<file path="config.mk">
export PLATFORM = sky130hd
export DESIGN_NAME = sm_color_sensor_ctrl_flat
export DESIGN_NICKNAME = d
export VERILOG_FILES = /design/src/rtl/sm_color_sensor_ctrl_if.sv /design/src/rtl/sm_color_sensor_ctrl.sv /design/src/flat_wrapper.sv
export SDC_FILE = /design/constraint.sdc
export NUM_CORES = 1
export LEC_CHECK = 0
export ABC_CLOCK_PERIOD_IN_PS = 3000
export CAP_MARGIN = 20
export CORE_MARGIN = 5
export CORE_UTILIZATION = 40
export CTS_BUF_LIST = sky130_fd_sc_hd__clkbuf_8
export DETAILED_ROUTE_END_ITERATION = 8
export DONT_BUFFER_PORTS = 1
export PLACE_DENSITY = 0.64
export SLEW_MARGIN = 20
export SYNTH_ARGS = -nofsm -noshare
export SYNTH_HDL_FRONTEND = slang
export SYNTH_SLANG_ARGS = --single-unit
</file>
<file path="constraint.sdc">
create_clock -name clk -period 3 [get_ports clk]
set_clock_uncertainty 0.2 [all_clocks]
set_input_delay 0.6 -clock clk [delete_from_list [all_inputs] [get_ports clk]]
set_output_delay 0.6 -clock clk [all_outputs]
set_load 0.05 [all_outputs]
</file>
<file path="src/rtl/sm_color_sensor_ctrl_if.sv">
// Colour sensor controller port bundle: sensor drive/capture on one side, colour result on the other.
interface sm_color_sensor_ctrl_if #(
  parameter int COUNT_W = 16
);
  logic               enable;
  logic               sensor_out;
  logic               s0;
  logic               s1;
  logic               s2;
  logic               s3;
  logic [1:0]         color;
  logic               color_valid;
  logic [COUNT_W-1:0] red_cnt;
  logic [COUNT_W-1:0] green_cnt;
  logic [COUNT_W-1:0] blue_cnt;

  modport master (
    output enable, sensor_out,
    input  s0, s1, s2, s3, color, color_valid, red_cnt, green_cnt, blue_cnt
  );

  modport slave (
    input  enable, sensor_out,
    output s0, s1, s2, s3, color, color_valid, red_cnt, green_cnt, blue_cnt
  );
endinterface

</file>
<file path="src/rtl/sm_color_sensor_ctrl.sv">
// TCS3200 sweep controller: settle/count R,G,B windows, classify, debounce into a held 2-bit colour.
// One sweep takes 3*(SETTLE_CYCLES+WINDOW_CYCLES)+1 cycles; no backpressure, color is a level output.
module sm_color_sensor_ctrl #(
  parameter int SETTLE_CYCLES = 5000,
  parameter int WINDOW_CYCLES = 50000,
  parameter int COUNT_W       = 16,
  parameter int THRESH        = 20,
  parameter int CONFIRM       = 3
) (
  input  logic                  clk,
  input  logic                  rst,
  sm_color_sensor_ctrl_if.slave bus
);
  localparam int TMAX = (SETTLE_CYCLES > WINDOW_CYCLES) ? SETTLE_CYCLES : WINDOW_CYCLES;
  localparam int TW   = $clog2(TMAX + 1);
  localparam int MW   = $clog2(CONFIRM + 1);

  localparam logic [TW-1:0]      SETTLE_LAST = TW'(SETTLE_CYCLES - 1);
  localparam logic [TW-1:0]      WINDOW_LAST = TW'(WINDOW_CYCLES - 1);
  localparam logic [COUNT_W-1:0] CNT_MAX     = '1;
  localparam logic [COUNT_W-1:0] THRESH_C    = COUNT_W'(THRESH);
  localparam logic [MW-1:0]      CONFIRM_C   = MW'(CONFIRM);

  localparam logic [1:0] C_NONE  = 2'b00;
  localparam logic [1:0] C_RED   = 2'b01;
  localparam logic [1:0] C_BLUE  = 2'b10;
  localparam logic [1:0] C_GREEN = 2'b11;

  typedef enum logic [1:0] {IDLE, SETTLE, MEASURE, DECIDE} state_t;
  // Phase encoding doubles as the {s2,s3} filter select.
  typedef enum logic [1:0] {PH_R = 2'b00, PH_G = 2'b11, PH_B = 2'b01} phase_t;

  state_t             state_q, state_d;
  phase_t             phase_q, phase_d;
  logic [TW-1:0]      timer_q, timer_d;
  logic [COUNT_W-1:0] cnt_q, cnt_d;
  logic [COUNT_W-1:0] red_q, red_d, green_q, green_d, blue_q, blue_d;
  logic [COUNT_W-1:0] max_cnt;
  logic [1:0]         prev_q, prev_d, color_q, color_d, cand;
  logic [MW-1:0]      match_q, match_d, match_nx;
  logic               valid_q, valid_d;
  logic               sync0_q, q1_q, q2_q, edge_det;

  assign edge_det = q1_q & ~q2_q;

  always_comb begin
    max_cnt = red_q;
    cand    = C_RED;
    if (red_q >= green_q && red_q >= blue_q) begin
      max_cnt = red_q;
      cand    = C_RED;
    end else if (green_q >= blue_q) begin
      max_cnt = green_q;
      cand    = C_GREEN;
    end else begin
      max_cnt = blue_q;
      cand    = C_BLUE;
    end
    if (max_cnt < THRESH_C) cand = C_NONE;
    match_nx = MW'(1);
    if (cand == prev_q) match_nx = (match_q == CONFIRM_C) ? match_q : match_q + MW'(1);
  end

  always_comb begin
    state_d = state_q;
    phase_d = phase_q;
    timer_d = timer_q;
    cnt_d   = cnt_q;
    red_d   = red_q;
    green_d = green_q;
    blue_d  = blue_q;
    prev_d  = prev_q;
    match_d = match_q;
    color_d = color_q;
    valid_d = 1'b0;
    if (state_q != IDLE && !bus.enable) begin
      // Abort drops the held colour but keeps the debug counts.
      state_d = IDLE;
      phase_d = PH_R;
      match_d = '0;
      prev_d  = C_NONE;
      color_d = C_NONE;
      valid_d = (color_q != C_NONE);
    end else begin
      case (state_q)
        IDLE: begin
          if (bus.enable) begin
            state_d = SETTLE;
            phase_d = PH_R;
            timer_d = '0;
          end
        end
        SETTLE: begin
          if (timer_q == SETTLE_LAST) begin
            state_d = MEASURE;
            timer_d = '0;
            cnt_d   = '0;
          end else begin
            timer_d = timer_q + TW'(1);
          end
        end
        MEASURE: begin
          if (timer_q == WINDOW_LAST) begin
            timer_d = '0;
            case (phase_q)
              PH_R: begin
                red_d   = cnt_q;
                phase_d = PH_G;
                state_d = SETTLE;
              end
              PH_G: begin
                green_d = cnt_q;
                phase_d = PH_B;
                state_d = SETTLE;
              end
              default: begin
                blue_d  = cnt_q;
                state_d = DECIDE;
              end
            endcase
          end else begin
            timer_d = timer_q + TW'(1);
            if (edge_det && cnt_q != CNT_MAX) cnt_d = cnt_q + COUNT_W'(1);
          end
        end
        DECIDE: begin
          prev_d  = cand;
          match_d = match_nx;
          if (match_nx == CONFIRM_C && cand != color_q) begin
            color_d = cand;
            valid_d = 1'b1;
          end
          state_d = SETTLE;
          phase_d = PH_R;
          timer_d = '0;
        end
        default: state_d = IDLE;
      endcase
    end
  end

  always_ff @(posedge clk or posedge rst) begin
    if (rst) begin
      state_q <= IDLE;
      phase_q <= PH_R;
      timer_q <= '0;
      cnt_q   <= '0;
      red_q   <= '0;
      green_q <= '0;
      blue_q  <= '0;
      prev_q  <= C_NONE;
      match_q <= '0;
      color_q <= C_NONE;
      valid_q <= 1'b0;
      sync0_q <= 1'b0;
      q1_q    <= 1'b0;
      q2_q    <= 1'b0;
    end else begin
      state_q <= state_d;
      phase_q <= phase_d;
      timer_q <= timer_d;
      cnt_q   <= cnt_d;
      red_q   <= red_d;
      green_q <= green_d;
      blue_q  <= blue_d;
      prev_q  <= prev_d;
      match_q <= match_d;
      color_q <= color_d;
      valid_q <= valid_d;
      sync0_q <= bus.sensor_out;
      q1_q    <= sync0_q;
      q2_q    <= q1_q;
    end
  end

  assign bus.s0          = 1'b1;
  assign bus.s1          = 1'b0;
  assign {bus.s2, bus.s3} = (state_q == IDLE) ? 2'b00 : phase_q;
  assign bus.color       = color_q;
  assign bus.color_valid = valid_q;
  assign bus.red_cnt     = red_q;
  assign bus.green_cnt   = green_q;
  assign bus.blue_cnt    = blue_q;
endmodule

</file>
<file path="src/flat_wrapper.sv">
// flat-port wrapper written by rule: the top's interface ports become plain ports
module sm_color_sensor_ctrl_flat 
#(
  parameter int SETTLE_CYCLES = 5000,
  parameter int WINDOW_CYCLES = 50000,
  parameter int COUNT_W       = 16,
  parameter int THRESH        = 20,
  parameter int CONFIRM       = 3
)
  (clk, rst, bus_enable, bus_sensor_out, bus_s0, bus_s1, bus_s2, bus_s3, bus_color, bus_color_valid, bus_red_cnt, bus_green_cnt, bus_blue_cnt);
  sm_color_sensor_ctrl_if #(.COUNT_W(COUNT_W)) bus_i ();
  input  logic clk;
  input  logic rst;
  input wire logic [$bits(bus_i.enable)-1:0] bus_enable;
  input wire logic [$bits(bus_i.sensor_out)-1:0] bus_sensor_out;
  output wire logic [$bits(bus_i.s0)-1:0] bus_s0;
  output wire logic [$bits(bus_i.s1)-1:0] bus_s1;
  output wire logic [$bits(bus_i.s2)-1:0] bus_s2;
  output wire logic [$bits(bus_i.s3)-1:0] bus_s3;
  output wire logic [$bits(bus_i.color)-1:0] bus_color;
  output wire logic [$bits(bus_i.color_valid)-1:0] bus_color_valid;
  output wire logic [$bits(bus_i.red_cnt)-1:0] bus_red_cnt;
  output wire logic [$bits(bus_i.green_cnt)-1:0] bus_green_cnt;
  output wire logic [$bits(bus_i.blue_cnt)-1:0] bus_blue_cnt;
  assign bus_i.enable = bus_enable;
  assign bus_i.sensor_out = bus_sensor_out;
  assign bus_s0 = bus_i.s0;
  assign bus_s1 = bus_i.s1;
  assign bus_s2 = bus_i.s2;
  assign bus_s3 = bus_i.s3;
  assign bus_color = bus_i.color;
  assign bus_color_valid = bus_i.color_valid;
  assign bus_red_cnt = bus_i.red_cnt;
  assign bus_green_cnt = bus_i.green_cnt;
  assign bus_blue_cnt = bus_i.blue_cnt;
  sm_color_sensor_ctrl #(.SETTLE_CYCLES(SETTLE_CYCLES), .WINDOW_CYCLES(WINDOW_CYCLES), .COUNT_W(COUNT_W), .THRESH(THRESH), .CONFIRM(CONFIRM)) u_core (.clk(clk), .rst(rst), .bus(bus_i));
endmodule
</file>
==> results.json <==
{
  "path_cells": "inv_1, ha_1, nand2b_1, a2111oi_2, o311ai_1, a2111oi_4, o311ai_1, o21ba_2, nand3b_1, a211oi_2",
  "dieArea_um2": 16400,
  "post-synth-top-count-cell": "dfrtp_1",
  "yosysWarnings": 0,
  "maxSlewViolCount": 0,
  "cts_made_buffers": 9,
  "portBuffers": 0,
  "power_density_nw_per_um2": 458,
  "dp.final_hpwl_mm": 10.8,
  "fill_cells": 1283,
  "p_clk_share_pct": 33.9,
  "fp.dieH_um": 128,
  "endpoint_kind": "flop",
  "drive_gt1_share_pct": 28.0,
  "cap_violations": 0,
  "root_buffer": "clkbuf_8",
  "io_pins": 59,
  "power_leakage_nw": 3.19,
  "die_w_um": 128,
  "initial_core_util_pct": 40.5,
  "worst_slew_pin_slew_ns": 0.547,
  "worst-path-max-fanout": 3,
  "via_per_inst": 5.47,
  "synth-async-reset-ratio_pct": 100,
  "cts_hold_buf": 0,
  "hold_viol_final": 0,
  "grt_pass1_wl_mm": 23.5,
  "first_pass_iters": 5,
  "setup-tns-final_ns": 0,
  "antennaDiodeCount": 0,
  "cpMostUsedCell": "o311ai_1",
  "r2r_start": "u_core.bus.red_cnt[0]$_DFFE_PP0P_",
  "p_int_w": 0.00213,
  "netSwitchingFraction_pct": 30.6,
  "critPathArrivalTime_ns": 3.01,
  "crit_buf_inv": 1,
  "synth_top_area_share_pct": 42.2,
  "synth_top_cells_by_count": "94 x dfrtp_1, 56 x ha_1, 47 x inv_1",
  "area_growth_pct": 19.9,
  "cts.path.max_buffers": 2,
  "grt_overflow_total": 0,
  "startpoint": "u_core.bus.red_cnt[0]$_DFFE_PP0P_",
  "yosys.area.top_type": "dfrtp_1",
  "yosys-top-cells-area": "dfrtp_1 42%, ha_1 13%, mux2_2 8.9%",
  "p_sw_w": 0.000938,
  "dp.cells": 788,
  "required_ns": 3.09,
  "drc_errors": 0,
  "core_um2": 13800,
  "clk_pin_slew_ns": 0.09,
  "drt-total-wl_mm": 14.4,
  "hold_class": "input pin to async pin",
  "max_freq_mhz": 343,
  "h-tree-depth": 3,
  "vias": 4428,
  "drt-initial-drc-count": 289,
  "cp-start-kind": "flop",
  "syn_avg_cell_area_um2": 10.2,
  "fp-row-count": 43,
  "seqPwrFrac_pct": 45.3,
  "ant_nets": 0,
  "synth_edf_count": 0,
  "total_power_w": 0.00306,
  "clock_latency_ns": 0.38,
  "layout.nets": 684,
  "routabilityCongestion": 0.954,
  "status": "completed",
  "synth_area_um2": 5580,
  "path_delay_family": "compound AO/OA/AOI/OAI gates",
  "synth_cells": 548,
  "ys_ff_latch": 94,
  "grt_usage_pct": 18.3,
  "ys.flop_type": "dfrtp_1",
  "cp_slowest_cell": "a2111oi_4",
  "antenna_found_initial": 0,
  "grt_pass1_vias": 4543,
  "fin_cells": 809,
  "p_comb_share_pct": 20.8,
  "wire_per_inst_um": 17.9,
  "final_cell_area_um2": 6690,
  "cts_tree": "built",
  "cts_sinks": 94,
  "irDropWorstVdd_mv": 0.210,
  "ys_types": 61,
  "critical_path_class": "flop to flop",
  "ys_seq_area_share_pct": 42.2,
  "max-slew-margin-rel_pct": 62.6,
  "grt_max_degree": 95,
  "min_period_over_period_pct": 97.3,
  "syn-num-nets": 608,
  "layout_min_cycle_time_ns": 2.92,
  "rsz0062_at_grt": "true",
  "cpPeakStageDelay_ns": 0.45,
  "finalSetupViolCount": 0,
  "post_dp_cell_area_um2": 6310
}
==> power by group through the flow <==
stage	sequential, W	clock (W)	combinational [W]
final	0.00139	0.00104	0.000637
after CTS	0.00139	0.00106	0.000637
after global routing	0.00140	0.00112	0.000712
after detailed placement	0.00141	0	0.000633
after floorplan	0.00139	0	0.000480
after global placement	0.00141	0	0.000611
==> repair_timing <==
item	in CTS	in global routing
pin swaps	5	8
setup endpoints to repair	4	11
gates resized for setup	10	6
setup buffers	2	3
==> worst register-to-register path, stage by stage, from the launching register on <==
cell       delay (ns)
dfrtp_2          0.41
inv_1            0.09
ha_1             0.22
nand2b_1         0.16
a2111oi_2        0.33
o311ai_1         0.18
a2111oi_4        0.45
o311ai_1         0.15
o21ba_2          0.28
nand3b_1         0.12
a211oi_2         0.23
==> flip-flops by register name, indices dropped and copies added (netlist names) <==
name and flops:
u_core.bus.blue_cnt 16, u_core.bus.color 2, u_core.phase_q 2, u_core.prev_q 2
u_core.q1_q 1, u_core.bus.green_cnt 16, u_core.bus.red_cnt 16, u_core.sync0_q 1
u_core.bus.color_valid 1, u_core.state_q 2, u_core.timer_q 16, u_core.q2_q 1
u_core.match_q 2, u_core.cnt_q 16
==> worst paths after layout <==
check / slack (ns) / to / cells past startpoint
worst max-delay path: 0.08 / u_core.bus.color[0]$_DFFE_PP0P_ / 10
worst min-delay path: 0.02 / u_core.cnt_q[10]$_DFFE_PP0P_ / 2
worst max register to register: 0.08 / u_core.bus.color[0]$_DFFE_PP0P_ / 10
worst min register to register: 0.16 / u_core.q1_q$_DFF_PP0_ / 0
max in group asynchronous: 2.18 / u_core.bus.green_cnt[3]$_DFFE_PP0P_ / 2
min in group clk: 0.04 / u_core.sync0_q$_DFF_PP0_ / 0
==> cells by family (layout without fill, tap and decap cells) <==
logic type,count (synthesis),in the layout,synth area share (%)
buffers and inverters,59,140,4.66
adders and majority gates,56,56,12.6
other,2,2,0.135
DFF,94,94,42.2
AOI/OAI and AO/OA,90,90,10.6
and+or+nand+nor,176,176,16.6
xor gates and xnor gates,22,22,3.45
muxes,49,49,9.82
==> per-stage QoR <==
stage          hold WS [ns]  utilization, %  worst slack [ns]
5_1_grt             0.00693            48.6           -0.0367
4_1_cts              0.0205            48.1           0.00318
3_5_place_dp          0.141            45.8            -0.199
6_report             0.0166            48.6            0.0807
2_1_floorplan         0.131               -          0.000396
3_3_place_gp          0.138            45.8           -0.0798
==> cell usage in the layout, fill, tap and decap left out, drive strengths merged, types with 2 or more instances in the layout <==
| cell | instances |
|---|---|
| a21oi | 18 |
| o21a | 5 |
| a211oi | 2 |
| or3 | 7 |
| o41ai | 2 |
| and4 | 3 |
| buf | 77 |
| o31ai | 3 |
| xor2 | 6 |
| nor4 | 7 |
| a21boi | 3 |
| conb | 2 |
| o311ai | 2 |
| nor3 | 14 |
| mux2i | 3 |
| and3 | 12 |
| dfrtp | 94 |
| a21o | 5 |
| nand2b | 6 |
| clkinvlp | 2 |
| nor2b | 2 |
| ha | 56 |
| a31oi | 2 |
| bufinv | 3 |
| nor2 | 45 |
| clkbuf | 10 |
| nand2 | 38 |
| nand3 | 22 |
| o2bb2ai | 2 |
| inv | 48 |
| nand4 | 12 |
| mux2 | 46 |
| a2111oi | 4 |
| o21ai | 33 |
| or2 | 3 |
| xnor2 | 16 |
==> layout make-up <==
class / instances / area (um2) / area share (%)
clock buffers: 10 / 138 / 2.06
clock inverters: 6 / 110 / 1.65
inverters: 47 / 180 / 2.69
multi-input cells: 395 / 3060 / 45.8
flip-flops and latches: 94 / 2370 / 35.5
well taps: 180 / 225 / 3.37
repair buffers: 77 / 603 / 9.01
==> per-layer routing <==
metal	wire length, um	vias up	track usage (%)
met5	0	-	0
met4	467	0	8.24
li1	-	2095	-
met3	818	35	4.17
met1	5990	2177	22.0
met2	7170	121	31.1
No activity file was read; power rests on OpenSTA's default activity.
